[config.mk]
export PLATFORM = sky130hd
export DESIGN_NAME = difftest_critical_error_collector
export DESIGN_NICKNAME = d
export VERILOG_FILES = /design/src/rtl/difftest_critical_error_collector.sv
export SDC_FILE = /design/constraint.sdc
export NUM_CORES = 1
export LEC_CHECK = 0
export ABC_AREA = 1
export BUFFER_PORTS_ARGS = -buffer_cell sky130_fd_sc_hd__buf_2
export CORE_MARGIN = 2
export CORE_UTILIZATION = 32
export CTS_CLUSTER_DIAMETER = 50
export DETAILED_ROUTE_END_ITERATION = 8
export GPL_ROUTABILITY_DRIVEN = 0
export PLACE_DENSITY_LB_ADDON = 0.3
export SETUP_SLACK_MARGIN = 0.02
export SLEW_MARGIN = 25
export SYNTH_ARGS = -nofsm -noshare
export SYNTH_HDL_FRONTEND = slang
export SYNTH_SLANG_ARGS = --single-unit
[constraint.sdc]
create_clock -name clock -period 4.65 [get_ports clock]
set_clock_uncertainty 0.15 [all_clocks]
set_input_delay 0.2325 -clock clock [delete_from_list [all_inputs] [get_ports clock]]
set_output_delay 0.2325 -clock clock [all_outputs]
set_load 0.005 [all_outputs]
[src/rtl/difftest_critical_error_collector.sv]
// Multi-core critical-error collector: confirms per-core errors, latches the first
// record per core, and drains records in core order through a FWFT valid/ready FIFO.
module difftest_critical_error_collector #(
  parameter int NUM_CORES      = 4,
  parameter int COREID_W       = 8,
  parameter int TS_W           = 32,
  parameter int FIFO_DEPTH     = 4,
  parameter int CONFIRM_CYCLES = 1
) (
  input  logic                          clock,
  input  logic                          reset,
  input  logic                          enable,
  input  logic [NUM_CORES-1:0]          io_valid,
  input  logic [NUM_CORES-1:0]          io_criticalError,
  input  logic [NUM_CORES*COREID_W-1:0] io_coreid,
  input  logic                          clear,
  output logic                          out_valid,
  input  logic                          out_ready,
  output logic [COREID_W-1:0]           out_coreid,
  output logic [TS_W-1:0]               out_timestamp,
  output logic                          out_first,
  output logic [NUM_CORES-1:0]          error_mask,
  output logic                          any_error,
  output logic                          halt_req,
  output logic [15:0]                   dropped_count
);

  localparam int AW = $clog2(FIFO_DEPTH);
  localparam int IW = (NUM_CORES > 1) ? $clog2(NUM_CORES) : 1;
  localparam logic [3:0]           CNT_SAT  = 4'(CONFIRM_CYCLES);
  localparam logic [3:0]           CNT_FIRE = 4'(CONFIRM_CYCLES - 1);
  localparam logic [AW:0]          DEPTH    = (AW+1)'(FIFO_DEPTH);
  localparam logic [NUM_CORES-1:0] ONE      = NUM_CORES'(1);

  function automatic logic [15:0] sat_add16(input logic [15:0] a, input logic [4:0] n);
    logic [16:0] s;
    s = {1'b0, a} + {12'd0, n};
    return s[16] ? 16'hFFFF : s[15:0];
  endfunction

  function automatic logic [3:0] sat_inc_cnt(input logic [3:0] c);
    return (c >= CNT_SAT) ? CNT_SAT : c + 4'd1;
  endfunction

  function automatic logic [4:0] popcount(input logic [NUM_CORES-1:0] v);
    logic [4:0] n;
    n = '0;
    for (int i = 0; i < NUM_CORES; i++) n = n + {4'd0, v[i]};
    return n;
  endfunction

  logic [TS_W-1:0]      ts_p0;
  logic [3:0]           cnt_p0 [NUM_CORES];
  logic [NUM_CORES-1:0] mask_p0;

  logic [NUM_CORES-1:0] vld_p1;
  logic [COREID_W-1:0]  rec_id_p1    [NUM_CORES];
  logic [TS_W-1:0]      rec_ts_p1    [NUM_CORES];
  logic [NUM_CORES-1:0] rec_first_p1;

  logic [COREID_W-1:0]  mem_id_p2    [FIFO_DEPTH];
  logic [TS_W-1:0]      mem_ts_p2    [FIFO_DEPTH];
  logic [FIFO_DEPTH-1:0] mem_first_p2;
  logic [AW:0]          wr_ptr_p2, rd_ptr_p2;

  logic [NUM_CORES-1:0] qual, fire, fire_low, first_vec, capture, drop, sel, mask_next;
  logic [IW-1:0]        sel_idx;
  logic [AW:0]          fill;
  logic                 push, pop, full, empty;

  // Stage 0: qualification, confirm counting, first-error arbitration
  assign qual      = {NUM_CORES{enable}} & io_valid & io_criticalError & ~mask_p0;
  assign fire_low  = fire & (~fire + ONE);
  assign first_vec = fire_low & {NUM_CORES{~any_error}};
  assign capture   = fire & ~vld_p1;
  assign drop      = fire & vld_p1;
  assign mask_next = (clear ? '0 : mask_p0) | fire;

  always_comb begin
    fire = '0;
    for (int i = 0; i < NUM_CORES; i++) fire[i] = qual[i] & (cnt_p0[i] == CNT_FIRE);
  end

  // Stage 1: per-core record slots, lowest pending index wins the FIFO push
  assign sel = vld_p1 & (~vld_p1 + ONE);

  always_comb begin
    sel_idx = '0;
    for (int i = NUM_CORES - 1; i >= 0; i--) if (vld_p1[i]) sel_idx = IW'(i);
  end

  // Stage 2: first-word-fall-through record FIFO
  assign fill  = wr_ptr_p2 - rd_ptr_p2;
  assign full  = (fill == DEPTH);
  assign empty = (fill == '0);
  assign push  = (|vld_p1) & ~full;
  assign pop   = out_valid & out_ready;

  always_ff @(posedge clock) begin
    if (!reset) begin
      ts_p0         <= '0;
      mask_p0       <= '0;
      halt_req      <= 1'b0;
      dropped_count <= '0;
      vld_p1        <= '0;
      wr_ptr_p2     <= '0;
      rd_ptr_p2     <= '0;
      for (int i = 0; i < NUM_CORES; i++) cnt_p0[i] <= 4'd0;
    end else begin
      ts_p0         <= ts_p0 + TS_W'(1);
      mask_p0       <= mask_next;
      halt_req      <= |mask_next;
      dropped_count <= sat_add16(dropped_count, popcount(drop));
      vld_p1        <= (vld_p1 & ~(push ? sel : '0)) | capture;
      if (push) wr_ptr_p2 <= wr_ptr_p2 + (AW+1)'(1);
      if (pop)  rd_ptr_p2 <= rd_ptr_p2 + (AW+1)'(1);
      for (int i = 0; i < NUM_CORES; i++)
        cnt_p0[i] <= (clear || !qual[i]) ? 4'd0 : sat_inc_cnt(cnt_p0[i]);
    end
  end

  // Record payloads carry no reset; their valid bits and pointers gate them.
  always_ff @(posedge clock) begin
    for (int i = 0; i < NUM_CORES; i++) begin
      if (capture[i]) begin
        rec_id_p1[i]    <= io_coreid[i*COREID_W +: COREID_W];
        rec_ts_p1[i]    <= ts_p0;
        rec_first_p1[i] <= first_vec[i];
      end
    end
    if (push) begin
      mem_id_p2[wr_ptr_p2[AW-1:0]]    <= rec_id_p1[sel_idx];
      mem_ts_p2[wr_ptr_p2[AW-1:0]]    <= rec_ts_p1[sel_idx];
      mem_first_p2[wr_ptr_p2[AW-1:0]] <= rec_first_p1[sel_idx];
    end
  end

  assign out_valid     = ~empty;
  assign out_coreid    = out_valid ? mem_id_p2[rd_ptr_p2[AW-1:0]] : '0;
  assign out_timestamp = out_valid ? mem_ts_p2[rd_ptr_p2[AW-1:0]] : '0;
  assign out_first     = out_valid & mem_first_p2[rd_ptr_p2[AW-1:0]];
  assign error_mask    = mask_p0;
  assign any_error     = |mask_p0;

endmodule

==> key figures <==
Global routing
  – Initial antenna violation count: 0
  – First-pass GRT wire length: 61.1 mm
  – Vias in the first global route: 11295
  – Largest net degree at the start of global routing: 125
  – GR Overflow Total: 0
  – GRT Overall Usage: 14.4%

Finish
  – Layout Nets: 1769
  – Synth-to-layout area growth: 19.9%
  – Layout cells sized above 1: 12.4%
  – Final instance area: 20200 um^2
  – Post-layout util: 38.6%
  – Antenna diodes: 0
  – Final Instance Count excl. Fillers: 2425

Logic synthesis
  – Synth Instances: 1545
  – Synth async-reset ratio: 0%
  – EDFF count, synth: 328
  – Synth warn: 0
  – Top post-synthesis cells by area: edfxtp_1, dfxtp_1, nor2_1, nand2_1, inv_1
  – Post-synthesis sequential area ratio: 68.2%
  – Seq cells post-synth: 409
  – Primary FF master, synth: edfxtp_1
  – Syn_area_per_cell: 10.9 um^2
  – Mapped Area: 16800 um^2
  – Synth top area share: 58.5%
  – Leading area contributor after synthesis: edfxtp_1
  – Cell variety after synth: 33

Place
  – Port Buffers: 108
  – Hpwl dp: 22.3 mm
  – Dpl ws: 0.873 ns
  – Placed Area: 18200 um^2
  – Placed Cells: 2298

STA
  – Final Setup Violations: 0
  – Crit share post-route: 83.9%
  – Final max-slew violation count: 0
  – Hold_ws: 0.197 ns
  – Post-Route Setup TNS: 0 ns
  – Fmax: 0.256 GHz
  – Slew headroom: 33.0%
  – Period minus WS final: 3.90 ns
  – RSZ-0062 raised after global routing: false
  – Slew @ Worst Pin: 1.00 ns
  – Final Hold Fails: 0
  – Final worst-path setup slack: 0.749 ns

Drt
  – Drt pass-1 iters: 7
  – DRC Markers: 0
  – DR WL/cell: 15.8 um
  – Total vias in the final route: 11344
  – Post-Route WL: 38.3 mm
  – Antenna Violating Nets Remaining: 0
  – Via density: 4.68
  – Starting DRC count in detailed routing: 761

Pwr
  – Peak supply drop: 309 uV
  – Total Power: 10.0 mW
  – Pwr Density: 498 nW/um^2
  – Leakage: 7.46 nW

Job
  – Total of max-cap violations: 0

Die
  – Chip width: 233 um
  – Num rows: 84
  – I/O pin total: 109
  – Die area: 54400 um^2
  – Core area: 52200 um^2
  – Initial Util: 32.2%
  – Die Height: 233 um

Worst setup path
  – Reg2Reg Launch Point: cnt_p0[0][0]
  – Worst R2R Setup Slack: 0.90 ns
  – Critical path's largest stage delay: 0.55 ns
  – Critical-path cell list: dlygate4sd3_1, buf_2, nand3_1, dlygate4sd3_1, nor2_1, nand2_1, inv_1, nand2_1, fa_1, fa_1, inv_1, fa_1, nand2_1, nor2_2, nand4_2, nand3_1, nand2_1, inv_1
  – Crit-path max FO: 16
  – CP startpoint kind: primary input
  – CP Capture Type: register
  – Crit path max-delay cell type: dlygate4sd3_1
  – RR Endpoint: dropped_count[15]
  – WS Path Type: primary input to register
  – Data arrival, critical path: 4.26 ns
  – CP dominant cell by count: nand2_1
  – Worst EP required: 5.01 ns
  – R2R cell count: 17

Clock tree
  – CTS buffer count: 45
  – Skew-Pair Late Insertion Delay: 0.59 ns
  – CTS tree: yes
  – Post-CTS sizing: 0
  – Postcts setup bufs: 0
  – CTS root buf: clkbuf_16
  – CTS Sinks: 409
  – Deepest clock path buffer count: 3
  – Clock transition at path regs: 0.06 ns
  – Htree depth: 2

Hold path
  – Worst hold path stage count: 2
  – Min-delay src: io_coreid[10]
  – Worst hold path type: primary input to register
  – Hold endpoint: rec_id_p1[1][2]

Status
  – Status: finished, final reports clean
==> power breakdown <==
part / switching (mW) / internal, mW / total (mW)
Sequential: 0.110 / 4.11 / 4.22
Combinational: 1.38 / 0.782 / 2.16
Clock: 1.48 / 2.19 / 3.67
Total: 2.97 / 7.07 / 10.0
==> cell usage after synthesis, types with 2 or more instances <==
cell type / count
o32ai_1: 40
clkbuf_1: 51
o21a_1: 2
inv_2: 3
xnor2_1: 7
nand4_1: 7
o21ai_0: 94
o21ai_1: 41
nand2_1: 257
inv_1: 166
ha_1: 21
a21oi_1: 43
fa_1: 3
nand3b_1: 11
a31oi_1: 4
o211ai_1: 41
nor3_1: 11
nand3_1: 35
nor3b_1: 5
buf_2: 10
edfxtp_1: 328
xor2_1: 9
nor2_1: 266
dfxtp_1: 81
==> worst max path at each step <==
stage	start	to	slack, ns	cells after the start
after global placement	cnt_p0[0][0]	dropped_count[15]	0.96	17
after detailed placement	cnt_p0[0][0]	dropped_count[15]	0.87	17
after floorplan	rd_ptr_p2[1]	mem_first_p2[0]	1.09	7
after global routing	io_criticalError[0]	dropped_count[14]	0.36	18
after CTS	io_criticalError[0]	dropped_count[15]	0.78	18
final	io_criticalError[0]	dropped_count[15]	0.75	18
==> cells in the final DEF, fill, tap and decap left out, types with 7 or more instances in the layout <==
master	instances
clkinv_2	8
nand3_1	34
o211ai_1	41
dlygate4sd3_1	43
dfxtp_1	79
inv_1	163
buf_4	14
xor2_1	9
o21ai_1	41
clkbuf_1	9
nand4_1	7
clkbuf_16	45
o32ai_1	40
buf_2	108
nor3_1	11
nand3b_1	11
xnor2_1	7
o21ai_0	94
edfxtp_1	328
a21oi_1	43
nand2_1	257
nor2_1	261
ha_1	21
==> layout make-up <==
cell class | instances | area (um^2)
Fill cell | 5037 | 32100
Sequential cell | 409 | 11500
Multi-Input combinational cell | 908 | 4540
Clock buffer | 60 | 1240
Timing Repair Buffer | 167 | 1120
Tap cell | 688 | 861
Inverter | 169 | 634
Clock inverter | 24 | 314
==> critical path: cells and delay by family <==
kind / cells / cell delay [ns]
adders and majority gates: 3 / 1.13
buffers and inverters: 6 / 1.43
and+or+nand+nor: 9 / 1.45
==> registers in the layout, indices dropped and copies added (netlist names), 16 cells and up, named ones only <==
register / count
ts_p0: 32
mem_id_p2: 32
rec_id_p1: 32
mem_ts_p2: 128
dropped_count: 16
rec_ts_p1: 128
cnt_p0: 16
==> metal layers <==
metal	up-vias	wire, um	track usage, %	part of all wire, %
li1	5600	-	-	-
met1	5440	17800	18.8	46
met2	246	18100	24.2	47
met3	58	1670	2.84	4.4
met4	0	794	4.26	2.1
met5	-	0	0	0
==> cells by family (layout without fill, tap and decap cells) <==
family	count (synthesis)	count (layout)	share of synthesized area [%]
and+or+nand+nor	597	597	14.3
other	1	4	0.0223
xor gates and xnor gates	16	16	0.833
buffers and inverters	231	420	5.25
AOI/OAI and AO/OA	267	267	9.57
DFF	409	409	68.2
adders and majority gates	24	24	1.92
==> what timing repair did <==
item	in CTS	in global routing
hold endpoints to repair	61	0
setup endpoints to repair	0	0
hold buffers	43	0
Power figures use the tool's default switching activity.
